<file path="src/rtl/mix_columns_seq.sv">
// Forward AES MixColumns engine: captures one 128-bit state, mixes COLS_PER_CYCLE
// columns per cycle, and holds the result on a valid/ready output until taken.
module mix_columns_seq #(
  parameter int COLS_PER_CYCLE = 1
) (
  input  logic         clk,
  input  logic         rst_n,
  input  logic         in_valid,
  output logic         in_ready,
  input  logic [127:0] in_state,
  input  logic         in_bypass,
  output logic         out_valid,
  input  logic         out_ready,
  output logic [127:0] out_state
);

  generate
    if (COLS_PER_CYCLE != 1 && COLS_PER_CYCLE != 2 && COLS_PER_CYCLE != 4) begin : g_bad_cpc
      $error("mix_columns_seq: COLS_PER_CYCLE must be 1, 2 or 4");
    end
  endgenerate

  // Counter steps by the group width; with four columns per cycle it wraps to 0.
  localparam logic [1:0] STEP     = 2'(COLS_PER_CYCLE);
  localparam logic [1:0] LAST_COL = 2'(4 - COLS_PER_CYCLE);

  typedef enum logic [1:0] {IDLE, BUSY, DONE} state_t;

  state_t       state_q, state_d;
  logic [1:0]   col_cnt_q, col_cnt_d;
  logic [127:0] cap_q, cap_d;
  logic         byp_q, byp_d;
  logic [127:0] out_state_q, out_state_d;
  logic         in_ready_q, in_ready_d;
  logic         out_valid_q, out_valid_d;

  function automatic logic [7:0] xt(input logic [7:0] a);
    return {a[6:0], 1'b0} ^ (a[7] ? 8'h1b : 8'h00);
  endfunction

  // Row 0 of a column sits in the most significant byte.
  function automatic logic [31:0] mix_col(input logic [31:0] col, input logic byp);
    logic [7:0] a0, a1, a2, a3;
    a0 = col[31:24];
    a1 = col[23:16];
    a2 = col[15:8];
    a3 = col[7:0];
    if (byp) return col;
    return {xt(a0) ^ xt(a1) ^ a1 ^ a2 ^ a3,
            a0 ^ xt(a1) ^ xt(a2) ^ a2 ^ a3,
            a0 ^ a1 ^ xt(a2) ^ xt(a3) ^ a3,
            xt(a0) ^ a0 ^ a1 ^ a2 ^ xt(a3)};
  endfunction

  always_comb begin
    state_d     = state_q;
    col_cnt_d   = col_cnt_q;
    cap_d       = cap_q;
    byp_d       = byp_q;
    out_state_d = out_state_q;
    in_ready_d  = in_ready_q;
    out_valid_d = out_valid_q;
    case (state_q)
      IDLE: begin
        if (in_valid && in_ready_q) begin
          cap_d      = in_state;
          byp_d      = in_bypass;
          col_cnt_d  = 2'd0;
          in_ready_d = 1'b0;
          state_d    = BUSY;
        end
      end
      BUSY: begin
        for (int c = 0; c < 4; c++) begin
          if (c >= int'(col_cnt_q) && c < int'(col_cnt_q) + COLS_PER_CYCLE) begin
            out_state_d[127-32*c -: 32] = mix_col(cap_q[127-32*c -: 32], byp_q);
          end
        end
        col_cnt_d = col_cnt_q + STEP;
        if (col_cnt_q == LAST_COL) begin
          out_valid_d = 1'b1;
          state_d     = DONE;
        end
      end
      DONE: begin
        if (out_ready) begin
          out_valid_d = 1'b0;
          in_ready_d  = 1'b1;
          state_d     = IDLE;
        end
      end
      default: begin
        out_valid_d = 1'b0;
        in_ready_d  = 1'b1;
        state_d     = IDLE;
      end
    endcase
  end

  always_ff @(posedge clk or negedge rst_n) begin
    if (!rst_n) begin
      state_q     <= IDLE;
      col_cnt_q   <= 2'd0;
      cap_q       <= '0;
      byp_q       <= 1'b0;
      out_state_q <= '0;
      in_ready_q  <= 1'b1;
      out_valid_q <= 1'b0;
    end else begin
      state_q     <= state_d;
      col_cnt_q   <= col_cnt_d;
      cap_q       <= cap_d;
      byp_q       <= byp_d;
      out_state_q <= out_state_d;
      in_ready_q  <= in_ready_d;
      out_valid_q <= out_valid_d;
    end
  end

  assign in_ready  = in_ready_q;
  assign out_valid = out_valid_q;
  assign out_state = out_state_q;

endmodule

</file>
<file path="config.mk">
export PLATFORM = sky130hd
export DESIGN_NAME = mix_columns_seq
export DESIGN_NICKNAME = d
export VERILOG_FILES = /design/src/rtl/mix_columns_seq.sv
export SDC_FILE = /design/constraint.sdc
export NUM_CORES = 1
export LEC_CHECK = 0
export CORE_MARGIN = 2
export CORE_UTILIZATION = 40
export DETAILED_ROUTE_END_ITERATION = 16
export PLACE_DENSITY_LB_ADDON = 0.05
export SLEW_MARGIN = 25
export SYNTH_ARGS = -nofsm -noshare
export SYNTH_HDL_FRONTEND = slang
export SYNTH_SLANG_ARGS = --single-unit
</file>
<file path="constraint.sdc">
create_clock -name clk -period 3.5 [get_ports clk]
set_clock_uncertainty 0.1 [all_clocks]
set_input_delay 0.35 -clock clk [delete_from_list [all_inputs] [get_ports clk]]
set_output_delay 0.35 -clock clk [all_outputs]
set_load 0.01 [all_outputs]
</file>
# --- After elaboration in Yosys (flattened, before gate mapping) ---
# Cells that the tools add are included.
totals:
  ff_bits: 263
  out_inout_bits: 130
  elab_cells: 167
op_classes:
  n_addsub: 2
  magnitude_cmp: 7
  eq_ne: 6
  muxes: 45
  bitwise_logic: 82
  reduce_logical: 15
op_table:
  columns: ["cell", "n"]
  rows:
  - ["$xor 8x8->8", 64]
  - ["$mux 32", 8]
  - ["$xor 8x5->8", 16]
  - ["$mux 5", 16]
  - ["$lt 1x32->1 const A", 1]
  - ["$lt 2x32->1 const A", 1]
  - ["$lt 3x32->1 const A", 1]
  - ["$mux 1", 13]
  - ["$reduce_and 2->1", 6]
  - ["$reduce_and 3->1", 3]
  - ["$mux 2", 4]
  - ["$ne 2x2->1 const B", 3]
  - ["$pmux 1 s3", 2]
  - ["$pmux 2 s3", 1]
  - ["$eq 2x2->1 const B", 2]
  - ["$ge 1x2->1 const A", 2]
  - ["$logic_and 1x1->1", 4]
  - ["$pmux 2 s2", 1]
  - ["$add 2x1->3 const B", 1]
  - ["$lt 2x3->1 const A", 1]
  - ["$add 2x1->2 const B", 1]
  - ["$eq 2x1->1 const B", 1]
  - ["$ge 2x2->1 const A", 1]
  - ["$logic_not 2->1", 1]
  - ["other kinds (2)", 3]

# --- Longest topological paths before layout ---
# Gate-level depths: netlist of run 1.
depth:
  word_depth: 7
  mapped_depth: 7
  mapped_depth_nobuf: 5

# --- Worst setup path before layout of run 1 ---
# No wires, ideal clock.
synth_path:
  path_type: "flip-flop to flip-flop"
  startpoint: "reg in_ready_q, in the netlist in_ready"
  endpoint: "reg cap_q[122]"
  arrival_ns: 1.686
  slack_ns: 1.590
  path_stages_with_launch: 6
  cell_sequence: "dfstp_2 > nor4bb_1 > buf_2 > buf_2 > buf_2 > mux2_2"
synth_between:
  elab_chain_len: 2
synth_lines:
  columns: ["item", "line_no", "source"]
  rows:
  - ["from (decl)", "34", "logic in_ready_q, in_ready_d;"]
  - ["from (signal assigned)", "115", "in_ready_q <= in_ready_d;"]
  - ["$logic_and 1x1->1", "65", "if (in_valid && in_ready_q) begin"]
  - ["$reduce_and 2->1 (no source line)", null, null]
  - ["to (signal assigned)", "112", "cap_q <= cap_d;"]
  - ["to (decl)", "31", "logic [127:0] cap_q, cap_d;"]
# Every way passes these cells.
# A chain may end at the register's enable or synchronous reset.

# --- Final worst setup path of run 1 ---
layout_path:
  startpoint: "reg state_q[0]"
  endpoint: "reg cap_q[54]"
layout_between:
  elab_chain_len: 2
layout_lines:
  columns: ["item", "line_no", "source"]
  rows:
  - ["from (decl)", "29", "state_t state_q, state_d;"]
  - ["from (signal assigned)", "110", "state_q <= state_d;"]
  - ["$logic_not 2->1", "63", "case (state_q)"]
  - ["$reduce_and 2->1 (no source line)", null, null]
# Every way passes these cells.

==> results of run 1 <==
## synthesized netlist by cell type (all sizes together)
library cell  number
clkbuf            66
dfstp              1
and3b              4
xnor2             27
o22a               1
xnor3            149
nor4bb             1
o211ai           107
nand2            119
nand2b             1
o21bai             1
buf               49
o21ai             21
xor2              86
nor2               2
mux2             128
o22ai              1
inv                8
xor3              25
a31o               3
nand3b             5
dfrtp            262
ha                 4
mux2i             21
a21oi              2
nand3            107
and2              18
## worst paths after layout
path | start | end | slack, ns | cells past startpoint
setup / recovery | state_q[0]$_DFFE_PN0P_ | cap_q[54]$_DFFE_PN0P_ | 1.29 | 3
setup reg to reg | state_q[0]$_DFFE_PN0P_ | cap_q[54]$_DFFE_PN0P_ | 1.29 | 3
hold reg to reg | out_state[81]$_DFFE_PN0P_ | out_state[81]$_DFFE_PN0P_ | 0.40 | 2
max in group asynchronous | rst_n | cap_q[109]$_DFFE_PN0P_ | 2.20 | 3
min in group clk | in_bypass | byp_q$_DFFE_PN0P_ | 0.25 | 3
hold / removal | rst_n | cap_q[33]$_DFFE_PN0P_ | 0.19 | 2
## power breakdown
| part | leakage [µW] | internal, µW | switching (µW) |
|---|---|---|---|
| logic | 0.00542 | 9430 | 4850 |
| registers | 0.00331 | 4380 | 2080 |
| clock network | 0.000482 | 1810 | 1290 |
| total | 0.00921 | 15600 | 8220 |
## sequential cells by signal, summed over array words and instances (netlist names)
register / count
out_state: 128
byp_q: 1
cap_q: 128
col_cnt_q: 2
state_q: 2
in_ready: 1
out_valid: 1
## per-layer routing
layer | up-vias | GRT usage | wire [µm]
met5 | - | 0 | 0
met3 | 38 | 0.0314 | 1850
met4 | 0 | 0.0396 | 763
met2 | 220 | 0.320 | 19100
met1 | 5178 | 0.293 | 19400
li1 | 4705 | - | -
## cell type report
| cell class | count | area (µm²) |
|---|---|---|
| clock buffers | 50 | 937 |
| clock inverters | 6 | 30.0 |
| fillers | 3476 | 19600 |
| inverters | 8 | 30.0 |
| multi-input cells | 833 | 8870 |
| flip-flops and latches | 263 | 6590 |
| well taps | 525 | 657 |
| repair buffers | 283 | 2840 |
## critical path, cell delays in order, from the launching register on
cell	delay (ns)
dfrtp_1	0.53
nor4bb_4	0.42
buf_4	0.60
mux2_2	0.41
## metrics by stage
stage | total power (µW) | hold WS [ns]
after floorplan | 17300 | -0.0456
after global placement | 20800 | 0.209
after detailed placement | 20900 | 0.223
after CTS | 24200 | 0.198
after global routing | 25500 | 0.216
final | 23800 | 0.195
## cell families after synthesis
| logic type | share of synthesized area |
|---|---|
| xor+xnor | 0.313 |
| flops | 0.412 |
| simple gates | 0.0745 |
| mux | 0.103 |
| compound gates | 0.0605 |
| buf+inv | 0.0337 |
| fa+ha+maj | 0.00313 |
## cells in the final DEF (no fill, tap or decap), drive strengths merged, types with 2 or more instances in the layout
cell and count:
dfrtp 262, clkdlybuf4s50 261, xnor3 149, mux2 128
nand2 119, nand3 107, o211ai 107, xor2 86
clkbuf 50, xnor2 27, xor3 25, mux2i 21
o21ai 21, buf 21, and2 18, inv 8
clkinv 6, nand3b 5, and3b 4, ha 4
a31o 3, nor2 2, a21oi 2
==> reports/qor.csv, run 1 <==
stage,metric,value,unit
clock_tree,post_cts.repair.setup_buffers,0,
sta,setup_tns,0,ns
clock_tree,numCtsBuffers,31,
worst_setup_path,critPathRequiredTime,3.84,ns
worst_setup_path,worstSetupStartpointType,flip-flop,
final_layout,stdcell_count,1968,
route,antenna_left,0,
yosys,yosys_warnings,0,
route,via_count,10100,
clock_tree,clk_pin_slew_worst_paths,0.06,ns
worst_setup_path,critPathArrivalTime,2.55,ns
grt,grt_max_degree,129,
sta,hold_viol,0,
yosys,syn-instance-count,1219,
final_layout,design_area,0.0200,mm²
grt,grt_usage,0.201,
yosys,synth_area_per_cell,13.1,µm²
grt,gr-total-overflow,0,
clock_tree,cts_sinks,263,
final_layout,drive_gt1_frac,0.145,
power_and_ir_drop,p_leak,0.00921,µW
yosys,synth_top_area_share,0.410,
place,gp_congestion,0.746,
place,post-dp-hpwl,27700,µm
route,vias_per_cell,5.15,
job,maxCapViolations,0,
clock_tree,tritoncts,done,
grt,grt_pass1_vias,10500,
floorplan,pin_count,263,
sta,worst_slew_pin_slew,0.654,ns
yosys,ys_top_cells_by_area,"dfrtp_1, xnor3_1, mux2_2",
route,dr.pass1.iters,5,
sta,post-route-period-util,0.632,
clock_tree,insertion_delay,0.57,ns
power_and_ir_drop,max-vdd-ir-drop,0.562,mV
floorplan,die_w,204,µm
place,placed_area,0.0190,mm²
worst_setup_path,crit_type,flip-flop to flip-flop,
route,wire_per_inst,20.9,µm
clock_tree,htree_levels,1,
sta,setup-violations-final,0,
floorplan,die_area,0.0416,mm²
route,drc,0,
yosys,seq_area_frac_synth,0.412,
final_layout,final_util,0.505,
worst_setup_path,endpoint_kind,flip-flop,
yosys,synth-seq-cells,263,
floorplan,core,0.0395,mm²
final_layout,diodes,0,
yosys,syn_area,0.0160,mm²
floorplan,die_y,204,µm
final_layout,final_nets,1557,
route,drtIter0Drc,421,
worst_setup_path,cp_max_fo,47,
worst_hold_path,hold_path.class,input port to async pin,
grt,grt_pass1_wl,64800,µm
sta,setup_slack,1.29,ns
clock_tree,clock_path_buffers,3,
power_and_ir_drop,powerDensity,1200,mW/mm²
sta,max_slew_margin,0.564,
yosys,yosysUniqueCellTypes,33,
place,post-place-ws,1.12,ns
place,port_buffers,262,
final_layout,area_growth,24.9,%
route,routed_wl,41100,µm
yosys,synth_top_cell_by_area,dfrtp_1,
floorplan,rows,73,
grt,antenna_found_initial,0,
sta,drv_slew,0,
clock_tree,cts.repair.resized,0,
place,dp.cells,1911,
clock_tree,cts-hold-fix-buffers,1,
sta,rsz0062_at_grt,no,
sta,min_period,2.21,ns
yosys,synth_nets,1356,
sta,max_freq,452,MHz
floorplan,initial_core_util,0.404,
clock_tree,cts_root_buf,clkbuf_16,
status,status,completed,
Note: power is estimated with default switching activity, not from simulation.
==> run 2: changes to the inputs <==
- clock period: 3.5 -> 2.13 ns (I/O delays scaled with it)
==> run 2 against run 1 <==
Sequential power rose by 61%. Cell count rose by 2.5%. Critical path type is now flip-flop to output port. Global-route usage rose by 0.54 points. Wire length rose by 3.9%. Largest power group unchanged. Highest routed layer unchanged. Critical endpoint is now in_ready.
==> reports/qor.csv, run 2 (same netlist as run 1, synthesis figures left out) <==
stage,metric,value,unit,change
sta,max_slew_margin,0.593,,+0.0284
grt,antenna_found_initial,0,,unchanged
power_and_ir_drop,max-vdd-ir-drop,0.793,mV,+41%
worst_setup_path,crit_type,flip-flop to output port,,
final_layout,final_cell_mix,"dfrtp_1, clkdlybuf4s50_1, xnor3_1",,
worst_setup_path,cpPeakStageDelay,0.59,ns,about the same
floorplan,initial_core_util,0.404,,unchanged
final_layout,diodes,0,,unchanged
clock_tree,tritoncts,done,,
worst_setup_path,reg2reg_slack,0.22,ns,-1.07 ns
worst_setup_path,critPathArrivalTime,1.72,ns,-0.83 ns
floorplan,core,0.0395,mm²,unchanged
worst_setup_path,path_cells,clkdlybuf4s50_1,,
worst_setup_path,worstSetupStartpointType,flip-flop,,
route,drc,0,,unchanged
job,maxCapViolations,0,,unchanged
clock_tree,clock_path_buffers,3,,unchanged
grt,grt_use_met1,0.306,,+0.0124
route,via_count,10300,,+2.0%
sta,drv_slew,0,,unchanged
clock_tree,insertion_delay,0.57,ns,about the same
worst_setup_path,r2r-end,cap_q[32]$_DFFE_PN0P_,,
grt,grt_usage,0.206,,+0.00537
floorplan,die_y,204,µm,unchanged
route,antenna_left,0,,unchanged
grt,grt_pass1_vias,10700,,+2.1%
route,dr.pass1.iters,5,,unchanged
worst_hold_path,hold_path.class,input port to async pin,,
clock_tree,clk_pin_slew_worst_paths,0.06,ns,about the same
clock_tree,cts.repair.resized,0,,unchanged
final_layout,area_growth,28.2,%,
grt,grt_max_degree,65,,-50%
worst_setup_path,path_depth,1,,-2
sta,post-route-period-util,0.952,,
status,status,completed,,
power_and_ir_drop,powerDensity,1970,mW/mm²,+65%
worst_setup_path,r2r_start,in_ready$_DFFE_PN1P_,,
grt,gr-total-overflow,0,,unchanged
route,wire_per_inst,21.2,µm,+1.4%
floorplan,die_area,0.0416,mm²,unchanged
sta,min_period,2.03,ns,
final_layout,final_nets,1606,,+3.1%
final_layout,drive_gt1_frac,0.173,,+0.0281
worst_setup_path,critPathRequiredTime,1.82,ns,-2.02 ns
worst_setup_path,endpoint_kind,output port,,
place,post-dp-hpwl,29700,µm,+7.0%
worst_setup_path,path_delay_family,buffers and inverters,,
grt,met3_usage,0.0311,,-0.000319
worst_setup_path,crit_end,in_ready,,
route,routed_wl,42800,µm,+3.9%
grt,grt_pass1_wl,66200,µm,+2.2%
sta,worst_slew_pin_slew,0.611,ns,-0.0426 ns
worst_setup_path,startpoint,in_ready$_DFFE_PN1P_,,
clock_tree,htree_levels,1,,unchanged
worst_setup_path,crit_slowest_cell,clkdlybuf4s50_1,,
clock_tree,cts_root_buf,clkbuf_16,,
sta,setup_tns,0,ns,unchanged
sta,max_freq,493,MHz,
power_and_ir_drop,total_power,40300,µW,+69%
route,vias_per_cell,5.13,,-0.48%
floorplan,pin_count,263,,unchanged
sta,rsz0062_at_grt,no,,
clock_tree,cts_sinks,263,,unchanged
grt,gr-max-usage-layer,met2,,
worst_setup_path,cp_max_fo,4,,-91%
sta,setup-violations-final,0,,unchanged
grt,use_met2,0.328,,+0.00790
worst_setup_path,critical_path_buf_inv_count,1,,unchanged
place,port_buffers,262,,unchanged
worst_setup_path,reg2reg_depth,4,,+1
route,drtIter0Drc,543,,+29%
floorplan,rows,73,,unchanged
power_and_ir_drop,p_leak,0.00951,µW,+3.2%
sta,hold_viol,0,,unchanged
place,gp_congestion,0.765,,+2.5%
clock_tree,numCtsBuffers,31,,unchanged
floorplan,die_w,204,µm,unchanged
-- run 2: worst min path at each step --
stage	to	slack [ns]
after floorplan	byp_q$_DFFE_PN0P_	-0.18
after CTS	out_state[43]$_DFFE_PN0P_	0.10
after detailed placement	out_state[43]$_DFFE_PN0P_	0.13
after global placement	cap_q[59]$_DFFE_PN0P_	0.14
final	out_state[35]$_DFFE_PN0P_	0.12
after global routing	out_state[35]$_DFFE_PN0P_	0.13
-- run 2: final cells by class --
cell class / count / area (µm²)
fillers: 3456 / 19100
multi-input cells: 833 / 8870
flip-flops and latches: 263 / 6590
repair buffers: 332 / 3340
clock buffers: 50 / 937
well taps: 525 / 657
clock inverters: 6 / 55.1
inverters: 8 / 30.0
-- run 2: stage by stage --
step	instances	utilization	hold slack (ns)	instance area [µm²]	setup WS, ns
2_1_floorplan	1219	-	-0.183	16000	0.220
3_3_place_gp	1960	0.493	0.136	19500	0.163
3_5_place_dp	1960	0.493	0.130	19500	0.153
6_report	2017	0.518	0.117	20500	0.102
5_1_grt	2017	0.518	0.134	20500	0.0507
4_1_cts	2017	0.518	0.104	20500	0.0427
-- run 2: report_power, final --
group / switching [µW] / internal [µW]
clock network: 2140 / 3090
logic: 8580 / 16100
registers: 3170 / 7210
-- run 2: layer usage --
metal | vias to the layer above | wire, µm
li1 | 4789 | -
met1 | 5267 | 20100
met2 | 247 | 20200
met3 | 41 | 1920
met4 | 0 | 611
met5 | - | 0
-- run 2: timing repair --
item                      4_1_cts  5_1_grt
hold endpoints to repair      241        0
hold buffers                    1        0
setup buffers                   0        0
==> run 3: changes to the inputs <==
- CAP_MARGIN: default -> 20
- DONT_BUFFER_PORTS: default -> 1
- clock period: 2.13 -> 1.92 ns (I/O delays scaled with it)
==> run 3 against run 2 <==
Final area decreased by 4.8%. The flow now finishes with violations (negative hold slack). Via count shrank 3.1%. Non-clock buffer count fell by 110. Hold slack worse by 0.87 ns. Die area stayed put. Sequential power is 16% higher. Wire length increased by 2.6%. Clock power grew 21%. Sequential cell count stayed put. Register-to-register slack got worse by 0.11 ns.
==> reports/qor.csv, run 3 (same netlist as run 1, synthesis figures left out) <==
stage,metric,value,unit,change
status,status,finished with violations,,
status,violations,negative hold slack,,
worst_setup_path,reg2reg_slack,0.11,ns,-0.11 ns
clock_tree,tritoncts,done,,
final_layout,diodes,0,,unchanged
worst_setup_path,r2r_start,state_q[0]$_DFFE_PN0P_,,
sta,min_period,1.81,ns,
route,wire_per_inst,23.0,µm,+8.4%
sta,max_freq,553,MHz,
route,vias_per_cell,5.25,,+2.4%
place,port_buffers,0,,-100%
worst_setup_path,worstSetupStartpointType,flip-flop,,
clock_tree,numCtsBuffers,34,,+9.7%
route,drtIter0Drc,583,,+7.4%
clock_tree,clk_pin_slew_worst_paths,0.06,ns,about the same
floorplan,rows,73,,unchanged
place,post-dp-hpwl,28600,µm,-3.8%
route,antenna_left,0,,unchanged
worst_hold_path,hold_path.class,input port to async pin,,
worst_setup_path,crit_slowest_cell,dfrtp_1,,
grt,gr-total-overflow,0,,unchanged
sta,hold_viol,263,,+263
place,gp_congestion,0.770,,+0.67%
worst_setup_path,critPathArrivalTime,2.13,ns,+0.41 ns
power_and_ir_drop,p_leak,0.00924,µW,-2.8%
route,drc,0,,unchanged
sta,setup_tns,0,ns,unchanged
power_and_ir_drop,powerDensity,2250,mW/mm²,+14%
route,via_count,10000,,-3.1%
grt,grt_max_degree,264,,+310%
final_layout,final_util,0.493,,-0.0249
power_and_ir_drop,max-vdd-ir-drop,1.14,mV,+44%
sta,rsz0062_at_grt,no,,
floorplan,die_w,204,µm,unchanged
place,placed_area,0.0171,mm²,-12%
worst_setup_path,path_delay_family,flip-flops,,
sta,hold_ws,-0.748,ns,-0.865 ns
floorplan,die_y,204,µm,unchanged
final_layout,area_growth,22.0,%,
worst_setup_path,endpoint_kind,flip-flop,,
route,routed_wl,43900,µm,+2.6%
worst_setup_path,cpPeakStageDelay,0.43,ns,-0.16 ns
floorplan,pin_count,263,,unchanged
sta,setup-violations-final,0,,unchanged
worst_setup_path,path_cells,nor4bb_4 > buf_4 > buf_12 > mux2_2,,
clock_tree,cts-hold-fix-buffers,131,,+130
worst_setup_path,critical_path_buf_inv_count,2,,+1
grt,grt_usage,0.214,,+0.00722
final_layout,fillCellCount,3492,,+1.0%
clock_tree,htree_levels,2,,+1
final_layout,design_area,0.0195,mm²,-4.8%
worst_setup_path,reg2reg_depth,4,,unchanged
clock_tree,cts_root_buf,clkbuf_16,,
job,maxCapViolations,0,,unchanged
clock_tree,clock_path_buffers,3,,unchanged
sta,worst_slew_pin_slew,1.08,ns,+0.471 ns
final_layout,final_nets,1499,,-6.7%
sta,post-route-period-util,0.941,,
clock_tree,insertion_delay,0.55,ns,-0.02 ns
worst_setup_path,cp_max_fo,22,,+18
final_layout,final_cell_mix,"dfrtp_1, xnor3_1, dlygate4sd3_1",,
grt,grt_pass1_wl,67700,µm,+2.2%
sta,drv_slew,0,,unchanged
grt,grt_pass1_vias,10800,,+0.87%
final_layout,drive_gt1_frac,0.203,,+0.0301
worst_setup_path,r2r-end,cap_q[65]$_DFFE_PN0P_,,
grt,antenna_found_initial,0,,unchanged
worst_setup_path,crit_type,flip-flop to flip-flop,,
final_layout,mostFrequentLayoutCell,dfrtp_1,,
sta,max_slew_margin,0.279,,-0.314
route,dr.pass1.iters,5,,unchanged
clock_tree,cts_sinks,263,,unchanged
worst_setup_path,critPathRequiredTime,2.24,ns,+0.42 ns
floorplan,core,0.0395,mm²,unchanged
floorplan,initial_core_util,0.404,,unchanged
floorplan,die_area,0.0416,mm²,unchanged
run 3: power by group:
| group | internal, µW | total [µW] | switching [µW] |
|---|---|---|---|
| registers | 8000 | 12100 | 4090 |
| clock network | 3850 | 6360 | 2510 |
| logic | 16600 | 25400 | 8840 |
| total | 28400 | 43900 | 15400 |
run 3: worst max-delay path by stage:
| stage | from | end | cells after the start |
|---|---|---|---|
| after floorplan | in_ready$_DFFE_PN1P_ | cap_q[122]$_DFFE_PN0P_ | 5 |
| after global placement | in_ready$_DFFE_PN1P_ | cap_q[80]$_DFFE_PN0P_ | 4 |
| after detailed placement | in_ready$_DFFE_PN1P_ | cap_q[65]$_DFFE_PN0P_ | 4 |
| after CTS | in_ready$_DFFE_PN1P_ | cap_q[65]$_DFFE_PN0P_ | 4 |
| after global routing | state_q[0]$_DFFE_PN0P_ | cap_q[46]$_DFFE_PN0P_ | 4 |
| final | state_q[0]$_DFFE_PN0P_ | cap_q[65]$_DFFE_PN0P_ | 4 |
run 3: final cells by class:
| cell class | count | area (µm²) | area share |
|---|---|---|---|
| clock inverters | 1 | 7.51 | 0.000385 |
| multi-input cells | 833 | 8880 | 0.455 |
| clock buffers | 57 | 1090 | 0.0560 |
| inverters | 8 | 30.0 | 0.00154 |
| repair buffers | 222 | 2250 | 0.115 |
| flip-flops and latches | 263 | 6590 | 0.338 |
| well taps | 525 | 657 | 0.0337 |
run 3: metal layers:
metal  vias up  share of wire  global-route usage
li1       4585              -                   -
met5         -              0                   0
met1      5143           0.45               0.297
met3        53          0.059              0.0462
met4         0          0.022              0.0652
met2       244           0.47               0.336
run 3: repair_timing:
action                                  CTS  global route
endpoints found under the setup margin    0            72
resized for setup                         0             1
hold endpoints to repair                395           263
setup buffers                             0             1
run 3: worst register-to-register path: stages, from the launching register on:
cell and delay [ns]:
dfrtp_1 0.43, nor4bb_4 0.38, buf_4 0.21, buf_12 0.18
mux2_2 0.38
run 3: per-stage QoR:
step / std cells / worst slack (ns) / power (µW) / hold WS, ns
final: 1909 / 0.113 / 43900 / -0.748
after global routing: 1909 / 0.0270 / 46600 / -0.777
after CTS: 1907 / 0.0270 / 44400 / -0.786
after detailed placement: 1718 / 0.0475 / 37400 / -0.197
after global placement: 1718 / 0.0480 / 37400 / -0.197
after floorplan: 1219 / 0.00965 / 31400 / -0.204
